**src/rtl/risc_instr_encoder_if.sv**
```systemverilog
// Record-in / word-out stream bundle for the instruction encoder.
// master = program source + memory side, slave = encoder.
interface risc_instr_encoder_if #(
  parameter int INSTR_WIDTH    = 32,
  parameter int ADDR_WIDTH     = 32,
  parameter int REG_ADDR_WIDTH = 5
);
  logic                      in_valid;
  logic                      in_ready;
  logic [2:0]                in_kind;
  logic [REG_ADDR_WIDTH-1:0] in_rd;
  logic [REG_ADDR_WIDTH-1:0] in_rs1;
  logic [REG_ADDR_WIDTH-1:0] in_rs2;
  logic [12:0]               in_imm;
  logic                      in_last;
  logic                      out_valid;
  logic                      out_ready;
  logic [INSTR_WIDTH-1:0]    out_data;
  logic [ADDR_WIDTH-1:0]     out_addr;

  modport master (
    output in_valid, in_kind, in_rd, in_rs1,
    output in_rs2, in_imm, in_last, out_ready,
    input  in_ready, out_valid, out_data, out_addr
  );

  modport slave (
    input  in_valid, in_kind, in_rd, in_rs1,
    input  in_rs2, in_imm, in_last, out_ready,
    output in_ready, out_valid, out_data, out_addr
  );
endinterface

```
**src/rtl/risc_instr_encoder.sv**
```systemverilog
// Streaming assembler back-end: symbolic records -> 32-bit words + addresses.
// Optional ENC_CHECKSUM_EN adds out_checksum (XOR of popped words).
module risc_instr_encoder #(
  parameter int                    INSTR_WIDTH    = 32,
  parameter int                    ADDR_WIDTH     = 32,
  parameter logic [ADDR_WIDTH-1:0] BASE_ADDR      = '0,
  parameter int                    REG_ADDR_WIDTH = 5
) (
  input  logic                  clk,
  input  logic                  rst_n,
  input  logic                  start,
  risc_instr_encoder_if.slave   bus,
  output logic                  busy,
  output logic                  done,
  output logic                  err_illegal,
  output logic                  err_range,
  output logic [15:0]           word_count
`ifdef ENC_CHECKSUM_EN
  ,
  output logic [INSTR_WIDTH-1:0] out_checksum
`endif
);

  typedef enum logic [1:0] {
    IDLE,
    RUN,
    DRAIN
  } state_t;

  typedef struct packed {
    logic [ADDR_WIDTH-1:0]  addr;
    logic [INSTR_WIDTH-1:0] word;
  } entry_t;

  state_t state, state_nx;
  logic   done_nx;
  logic   start_go;

  logic [ADDR_WIDTH-1:0] addr;

  entry_t     mem [2];
  logic       wr_ptr;
  logic       rd_ptr;
  logic [1:0] cnt;
  logic       full;
  logic       empty;

  logic accept;
  logic push;
  logic pop;

  logic [REG_ADDR_WIDTH-1:0] rd;
  logic [REG_ADDR_WIDTH-1:0] rs1;
  logic [REG_ADDR_WIDTH-1:0] rs2;
  logic [12:0]               imm;

  logic k_r, k_addi, k_lw, k_sw, k_beq;
  logic legal;
  logic range_ok;
  logic [INSTR_WIDTH-1:0] enc;

  assign rd  = bus.in_rd;
  assign rs1 = bus.in_rs1;
  assign rs2 = bus.in_rs2;
  assign imm = bus.in_imm;

  assign full  = (cnt == 2'd2);
  assign empty = (cnt == 2'd0);

  assign bus.in_ready  = (state == RUN) && !full;
  assign bus.out_valid = !empty;
  assign bus.out_data  = mem[rd_ptr].word;
  assign bus.out_addr  = mem[rd_ptr].addr;

  assign accept = bus.in_valid && bus.in_ready;
  assign push   = accept && legal && range_ok;
  assign pop    = bus.out_valid && bus.out_ready;
  assign busy   = (state != IDLE);

  assign k_r    = (bus.in_kind == 3'd0) || (bus.in_kind == 3'd1);
  assign k_addi = (bus.in_kind == 3'd2);
  assign k_lw   = (bus.in_kind == 3'd3);
  assign k_sw   = (bus.in_kind == 3'd4);
  assign k_beq  = (bus.in_kind == 3'd5);

  // Encode the presented record and judge its immediate.
  always_comb begin
    enc      = '0;
    legal    = 1'b1;
    range_ok = 1'b1;
    unique case (1'b1)
      k_r: begin
        enc = {1'b0, bus.in_kind[0], 5'b0, rs2, rs1,
               3'b000, rd, 7'b0110011};
      end
      k_addi: begin
        range_ok = (imm[12] == imm[11]);
        enc = {imm[11:0], rs1, 3'b000, rd, 7'b0010011};
      end
      k_lw: begin
        range_ok = (imm[12] == imm[11]);
        enc = {imm[11:0], rs1, 3'b010, rd, 7'b0000011};
      end
      k_sw: begin
        range_ok = (imm[12] == imm[11]);
        enc = {imm[11:5], rs2, rs1, 3'b010,
               imm[4:0], 7'b0100011};
      end
      k_beq: begin
        range_ok = !imm[0];
        enc = {imm[12], imm[10:5], rs2, rs1, 3'b000,
               imm[4:1], imm[11], 7'b1100011};
      end
      default: begin
        legal = 1'b0;
      end
    endcase
  end

  // Load-sequence FSM: next state, start strobe, done request.
  always_comb begin
    state_nx = state;
    done_nx  = 1'b0;
    start_go = 1'b0;
    case (state)
      IDLE: begin
        if (start) begin
          state_nx = RUN;
          start_go = 1'b1;
        end
      end
      RUN: begin
        if (accept && bus.in_last) state_nx = DRAIN;
      end
      DRAIN: begin
        if (empty) begin
          state_nx = IDLE;
          done_nx  = 1'b1;
        end
      end
      default: state_nx = IDLE;
    endcase
  end

  // State register and one-cycle done pulse.
  always_ff @(posedge clk or negedge rst_n) begin
    if (!rst_n) begin
      state <= IDLE;
      done  <= 1'b0;
    end else begin
      state <= state_nx;
      done  <= done_nx;
    end
  end

  // Address, word count and sticky error flags.
  always_ff @(posedge clk or negedge rst_n) begin
    if (!rst_n) begin
      addr        <= BASE_ADDR;
      word_count  <= '0;
      err_illegal <= 1'b0;
      err_range   <= 1'b0;
    end else if (start_go) begin
      addr        <= BASE_ADDR;
      word_count  <= '0;
      err_illegal <= 1'b0;
      err_range   <= 1'b0;
    end else begin
      if (accept && !legal) err_illegal <= 1'b1;
      if (accept && legal && !range_ok) err_range <= 1'b1;
      if (push) begin
        addr <= addr + ADDR_WIDTH'(4);
        if (word_count != 16'hFFFF)
          word_count <= word_count + 16'd1;
      end
    end
  end

  // Two-entry output FIFO of {address, word}.
  always_ff @(posedge clk or negedge rst_n) begin
    if (!rst_n) begin
      mem[0] <= '0;
      mem[1] <= '0;
      wr_ptr <= 1'b0;
      rd_ptr <= 1'b0;
      cnt    <= 2'd0;
    end else begin
      if (push) begin
        mem[wr_ptr] <= '{addr: addr, word: enc};
        wr_ptr      <= ~wr_ptr;
      end
      if (pop) rd_ptr <= ~rd_ptr;
      case ({push, pop})
        2'b10:   cnt <= cnt + 2'd1;
        2'b01:   cnt <= cnt - 2'd1;
        default: cnt <= cnt;
      endcase
    end
  end

`ifdef ENC_CHECKSUM_EN
  // Running XOR of every word handed to memory since start.
  always_ff @(posedge clk or negedge rst_n) begin
    if (!rst_n) begin
      out_checksum <= '0;
    end else if (start_go) begin
      out_checksum <= '0;
    end else if (pop) begin
      out_checksum <= out_checksum ^ bus.out_data;
    end
  end
`endif

endmodule
```
**src/flat_wrapper.sv**
```systemverilog
// flat-port wrapper written by rule: the top's interface ports become plain ports
module risc_instr_encoder_flat 
#(
  parameter int                    INSTR_WIDTH    = 32,
  parameter int                    ADDR_WIDTH     = 32,
  parameter logic [ADDR_WIDTH-1:0] BASE_ADDR      = '0,
  parameter int                    REG_ADDR_WIDTH = 5
)
  (clk, rst_n, start, busy, done, err_illegal, err_range, word_count, bus_in_valid, bus_in_kind, bus_in_rd, bus_in_rs1, bus_in_rs2, bus_in_imm, bus_in_last, bus_out_ready, bus_in_ready, bus_out_valid, bus_out_data, bus_out_addr);
  risc_instr_encoder_if #(.INSTR_WIDTH(INSTR_WIDTH), .ADDR_WIDTH(ADDR_WIDTH), .REG_ADDR_WIDTH(REG_ADDR_WIDTH)) bus_i ();
  input  logic clk;
  input  logic rst_n;
  input  logic start;
  output logic busy;
  output logic done;
  output logic err_illegal;
  output logic err_range;
  output logic [15:0] word_count;
  input wire logic [$bits(bus_i.in_valid)-1:0] bus_in_valid;
  input wire logic [$bits(bus_i.in_kind)-1:0] bus_in_kind;
  input wire logic [$bits(bus_i.in_rd)-1:0] bus_in_rd;
  input wire logic [$bits(bus_i.in_rs1)-1:0] bus_in_rs1;
  input wire logic [$bits(bus_i.in_rs2)-1:0] bus_in_rs2;
  input wire logic [$bits(bus_i.in_imm)-1:0] bus_in_imm;
  input wire logic [$bits(bus_i.in_last)-1:0] bus_in_last;
  input wire logic [$bits(bus_i.out_ready)-1:0] bus_out_ready;
  output wire logic [$bits(bus_i.in_ready)-1:0] bus_in_ready;
  output wire logic [$bits(bus_i.out_valid)-1:0] bus_out_valid;
  output wire logic [$bits(bus_i.out_data)-1:0] bus_out_data;
  output wire logic [$bits(bus_i.out_addr)-1:0] bus_out_addr;
  assign bus_i.in_valid = bus_in_valid;
  assign bus_i.in_kind = bus_in_kind;
  assign bus_i.in_rd = bus_in_rd;
  assign bus_i.in_rs1 = bus_in_rs1;
  assign bus_i.in_rs2 = bus_in_rs2;
  assign bus_i.in_imm = bus_in_imm;
  assign bus_i.in_last = bus_in_last;
  assign bus_i.out_ready = bus_out_ready;
  assign bus_in_ready = bus_i.in_ready;
  assign bus_out_valid = bus_i.out_valid;
  assign bus_out_data = bus_i.out_data;
  assign bus_out_addr = bus_i.out_addr;
  risc_instr_encoder #(.INSTR_WIDTH(INSTR_WIDTH), .ADDR_WIDTH(ADDR_WIDTH), .BASE_ADDR(BASE_ADDR), .REG_ADDR_WIDTH(REG_ADDR_WIDTH)) u_core (.clk(clk), .rst_n(rst_n), .start(start), .bus(bus_i), .busy(busy), .done(done), .err_illegal(err_illegal), .err_range(err_range), .word_count(word_count));
endmodule
```
**config.mk**
```make
export PLATFORM = sky130hd
export DESIGN_NAME = risc_instr_encoder_flat
export DESIGN_NICKNAME = d
export VERILOG_FILES = /design/src/rtl/risc_instr_encoder_if.sv /design/src/rtl/risc_instr_encoder.sv /design/src/flat_wrapper.sv
export SDC_FILE = /design/constraint.sdc
export NUM_CORES = 1
export LEC_CHECK = 0
export BUFFER_PORTS_ARGS = -buffer_cell sky130_fd_sc_hd__buf_2
export CAP_MARGIN = 0
export CORE_UTILIZATION = 45
export DETAILED_ROUTE_END_ITERATION = 8
export GPL_TIMING_DRIVEN = 0
export HOLD_SLACK_MARGIN = 0.06
export PLACE_DENSITY = 0.65
export SETUP_SLACK_MARGIN = 0.2
export SYNTH_ARGS = -nofsm -noshare
export SYNTH_HDL_FRONTEND = slang
export SYNTH_SLANG_ARGS = --single-unit
export TNS_END_PERCENT = 30
```
**constraint.sdc**
```tcl
create_clock -name clk -period 2.65 [get_ports clk]
set_clock_uncertainty 0.15 [all_clocks]
set_input_delay 0.3975 -clock clk [delete_from_list [all_inputs] [get_ports clk]]
set_output_delay 0.3975 -clock clk [all_outputs]
set_load 0.05 [all_outputs]
```
Word-level counts from Yosys, hierarchy flattened

Cells that the tools add are included.

Register bits after elaboration: 185
Input bits: 37

Reductions and logical operators: 28
Muxes and demuxes: 27
Add/sub/neg operators: 4
$lt $le $gt $ge: 3
Eq/ne operators: 15
Bitwise logic cells: 4

Operators with widths:

| kind                                          | number |
|---|---|
| 2-to-1 mux 64 bit                             | 4 |
| one-hot mux 32 bit (5 select lines)           | 1 |
| bitwise mux 128 bit                           | 1 |
| demux 64 bit (select 1 bit)                   | 1 |
| 2-to-1 mux 32 bit                             | 2 |
| 2-to-1 mux 16 bit                             | 3 |
| adder 32 x 3 -> 32 bit, second input constant | 1 |
| adder 16 x 1 -> 16 bit, second input constant | 1 |
| inequality test 16 bit, second input constant | 1 |
| nonzero test 2 bit                            | 6 |
| logical AND 1 bit                             | 9 |
| 2-to-1 mux 1 bit                              | 9 |
| == test 2 bit, second input constant          | 3 |
| == test 3 x 2 -> 1 bit, second input constant | 2 |
| == test 3 bit, second input constant          | 2 |
| 2-to-1 mux 2 bit                              | 3 |
| one-hot mux 2 bit (3 select lines)            | 1 |
| logical NOT 1 bit                             | 5 |
| OR reduction 5 bit                            | 1 |
| == test 2 x 1 -> 1 bit, second input constant | 2 |
| >= comparator 2 bit, second input constant    | 2 |
| logical NOT 2 bit                             | 2 |
| inequality test 2 bit, second input constant  | 2 |
| inverter 1 -> 2 bit                           | 2 |
| 14 further kinds                              | 15 |

Depth between registers and ports, before layout

Depth after elaboration: 8
Gate-level depth with buffers: 11

Least setup slack after synthesis

No wires, ideal clock.

Kind: input -> register
Start point: input bus_in_kind[2]
End point: register u_core.cnt[1]
Path slack: 0.389 ns
Data required time: 2.421 ns
Setup time: 0.079 ns
Arrival: 2.032 ns
Cell stages on the path: 10
Cells stage by stage: nor2b_1 -> clkbuf_1 -> o211ai_2 -> and3_1 -> buf_4 -> inv_2 -> buf_2 -> ha_1 -> nor2_1 -> xor2_1

Word-level cells in the longest chain between the ends: 8
Elaborated cells between the ends (all ways): 17

RTL lines:

| item                                                                     | RTL line                  | RTL |
|---|---|---|
| start, declared                                                          | flat_wrapper.sv:20        | `input wire logic [$bits(bus_i.in_kind)-1:0] bus_in_kind;` |
| == test 3 x 1 -> 1 bit or logical NOT 3 bit (tied branches)              | risc_instr_encoder.sv:80  | `assign k_r = (bus.in_kind == 3'd0) \|\| (bus.in_kind == 3'd1);` |
| logical OR 1 bit                                                         | risc_instr_encoder.sv:80  |  |
| OR reduction 5 bit (no line)                                             | -                         |  |
| 2-to-1 mux 1 bit                                                         | risc_instr_encoder.sv:91  | `unique case (1'b1)` |
| logical AND 1 bit                                                        | risc_instr_encoder.sv:76  | `assign push = accept && legal && range_ok;` |
| logical AND 1 bit (*)                                                    | risc_instr_encoder.sv:76  |  |
| == test 2 x 1 -> 1 bit or == test 2 bit (tied branches)                  | risc_instr_encoder.sv:193 | `case ({push, pop})` |
| one-hot mux 2 bit (2 select lines) or nonzero test 2 bit (tied branches) | -                         |  |
| end signal, assigned                                                     | risc_instr_encoder.sv:194 | `2'b10: cnt <= cnt + 2'd1;` |
| end signal, assigned                                                     | risc_instr_encoder.sv:195 | `2'b01: cnt <= cnt - 2'd1;` |
| end signal, assigned                                                     | risc_instr_encoder.sv:196 | `default: cnt <= cnt;` |
| end, declared                                                            | risc_instr_encoder.sv:44  | `logic [1:0] cnt;` |

Mark *: on every way between the ends. The rest lies on a longest branch, timed or not.
A chain may end at the register's enable or synchronous reset.

Worst setup path in the final report

Start point: register u_core.cnt[1]
End point: register u_core.cnt[1]

Word-level cells in the longest chain between the ends: 8
Elaborated cells between the ends (all ways): 15

RTL lines:

| item                                                                     | RTL line                  | RTL |
|---|---|---|
| == test 2 bit                                                            | risc_instr_encoder.sv:67  | `assign full = (cnt == 2'd2);` |
| logical NOT 1 bit                                                        | risc_instr_encoder.sv:70  | `assign bus.in_ready = (state == RUN) && !full;` |
| logical AND 1 bit                                                        | risc_instr_encoder.sv:70  |  |
| logical AND 1 bit                                                        | risc_instr_encoder.sv:75  | `assign accept = bus.in_valid && bus.in_ready;` |
| logical AND 1 bit (2 in series)                                          | risc_instr_encoder.sv:76  |  |
| == test 2 x 1 -> 1 bit or == test 2 bit (tied branches)                  | risc_instr_encoder.sv:193 |  |
| one-hot mux 2 bit (2 select lines) or nonzero test 2 bit (tied branches) | -                         |  |

Parallel ways exist; a longest one is shown, timed or not.

==> impl_metrics.yaml <==
power_and_ir_drop:
  power.leakage_nw: 4.68
  vdd_ir_drop_max_mv: 0.775
  powerDensity_mw_per_mm2: 996
drt:
  drt_iter0_markers: 396
  via_per_inst: 5.47
  num_vias: 6156
  drt-total-wl_um: 19100
  drtPass1Iterations: 5
  ant_nets: 0
  route.detailed.drc: 0
  wl_per_cell_um: 17.0
logic_synthesis:
  netlist.area_leader.share_pct: 52.5
  netlist_area_mm2: 0.00805
  yosysUniqueCellTypes: 50
  synth_ff_type: "dfrtp_1"
  yosysWarningCount: 0
  synth-seq-cells: 169
  syn-mean-instance-area_um2: 10.8
  synthCells: 745
  synth-edff-count: 0
  synth_top_area_cell: "dfrtp_1"
  yosysSeqAreaShare_pct: 52.5
  synthArstFlopShare_pct: 100
  synthTopCellsByArea: "dfrtp_1 53%, mux2_2 17%, o21ai_0 4.7%"
floorplan:
  die_x_um: 136
  ios: 123
  die_y_um: 136
  start_util_pct: 46.4
  row_count: 48
  die_area_mm2: 0.0184
  coreArea_mm2: 0.0174
sta:
  worst_pin_slew_ps: 696
  setup_viol: 0
  maxSlewViolCount: 0
  finalHoldViolations: 0
  period_share_pct: 92.0
  fmax_ghz: 0.410
  fin_crit_ps: 2440
  max-slew-margin-rel_pct: 53.6
  rsz0062_at_grt: "true"
  tns_ps: 0
global_routing:
  grt_pass1_vias: 5925
  grt_pass1_wl_um: 31100
  grt_overflow_total: 0
  grt_use_total_pct: 22.0
  grt_max_degree: 115
  grt_antenna_before_repair: 0
clocking:
  cts-root-buf: "clkbuf_16"
  clkTransAtPathRegs_ps: 70
  ctsLongestPathBuffers: 2
  cts_tree: "yes"
  cts_made_buffers: 17
  clkSinkCount: 169
  htreeDepth: 4
  clock_latency_ps: 420
critical_path:
  r2r_start: "u_core.cnt[1]"
  crit_start: "u_core.cnt[1]"
  critical_path_class: "reg -> reg"
  worstPathRequired_ps: 2850
  worst_setup_path_end_kind: "flop"
  worstPathMaxFanout: 10
  arrival_ps: 2640
  worst_setup_path_start_kind: "flop"
placement:
  globalplace.congestion: 0.796
  io_buffers: 115
  placed_area_mm2: 0.00896
  placedCellCount: 1091
  dpl.hpwl_um: 13200
worst_hold_path:
  min-delay-path-class: "in -> reg"
  hold_start: "bus_in_imm[8]"
layout:
  syn2layout_area_growth_pct: 19.5
  antenna_cells: 0
  nets: 928
  fillers: 1535
  fin_cells: 1126
  final_cell_mix: "169 x dfrtp_1, 126 x buf_2, 120 x mux2_2, 97 x nand2_1, 75 x o21ai_0"
  seq_area_mm2: 0.00423
  multi_input_area_mm2: 0.00358
  final_common_cell: "dfrtp_1"
  drive_above_1_share_pct: 33.7
  fin_area_mm2: 0.00962
job:
  drv.max_cap_violation_count: 0
status:
  status: "finished clean"
where the power goes:
part | internal (mW) | switching (mW)
combinational | 1.11 | 2.54
sequential | 3.09 | 0.297
clock | 1.53 | 1.01
area by class of cell:
cell class,count,area share [%]
clock buffer,20,4.75
sequential,169,44.0
timing repair buffer,119,6.66
multi-input combinational,524,37.2
inverter,9,0.351
buffer,48,2.56
clock inverter,12,1.54
tap,225,2.93
layer usage:
metal / wire length, um / GRT usage [%]
met2: 8940 / 34.5
met4: 190 / 7.12
met1: 9230 / 31.0
met5: 0 / 0
met3: 789 / 3.70
synth_stat cells, types with 4 or more instances:
master,count
and2_1,10
mux2i_1,6
buf_4,8
or4_1,8
o31ai_1,8
xor2_1,4
buf_2,11
nand2b_1,7
xnor2_1,4
clkbuf_1,22
nand3_1,14
and4_1,6
or3_1,19
inv_1,8
a21oi_1,43
and3_1,13
nor2b_1,12
nand4_1,18
dfrtp_1,169
o21ai_0,75
mux2_2,120
buf_1,7
nand2_1,97
nor2_1,17
cell families after synthesis:
group / after synthesis / share of synthesized area (%)
simple gates: 234 / 15.1
compound gates: 147 / 10.2
fa+ha+maj: 3 / 0.466
buf+inv: 57 / 3.20
other cells: 1 / 0.0466
xor+xnor: 8 / 0.870
mux: 126 / 17.5
flops: 169 / 52.5
final timing paths:
check / slack [ps] / cells after the start / end
min in group asynchronous: 320 / 2 / u_core.mem[11]
setup / recovery: 210 / 9 / u_core.cnt[1]
hold / removal: 80 / 3 / u_core.mem[28]
hold reg to reg: 320 / 1 / u_core.mem[1]
setup reg to reg: 210 / 9 / u_core.cnt[1]
max in group asynchronous: 1140 / 3 / u_core.addr[16]
state kept, by name, indices dropped and copies added, names as in the netlist:
register	count
u_core.err_range	1
u_core.word_count	16
u_core.err_illegal	1
u_core.addr	30
u_core.rd_ptr	1
u_core.cnt	2
u_core.wr_ptr	1
u_core.done	1
u_core.state	2
u_core.mem	114
timing repair:
action / in CTS / in global routing
hold buffers: 2 / 0
pin swaps: 0 / 1
hold endpoints to repair: 56 / 0
setup buffers: 0 / 1
setup endpoints to repair: 88 / 140
resized for setup: 8 / 5
through the flow:
stage | setup WS (ps) | util [%] | total power [mW] | hold slack, ps
after global placement | -1670 | 51.4 | 6.99 | 294
after detailed placement | -239 | 51.6 | 7.06 | 194
after floorplan | 389 | - | 6.13 | -48.1
final | 212 | 55.4 | 9.58 | 83.6
after global routing | 52.0 | 55.4 | 10.0 | 84.4
after CTS | 89.4 | 55.3 | 9.64 | 67.2
worst max-delay path: stages, from the launching register on:
cell,delay (ps)
dfrtp_1,400
nor2b_2,200
nor3_4,350
and3_1,210
buf_4,160
inv_2,90
buf_2,200
ha_1,320
nor2_1,130
xor2_1,140
Power figures use the tool's default switching activity.
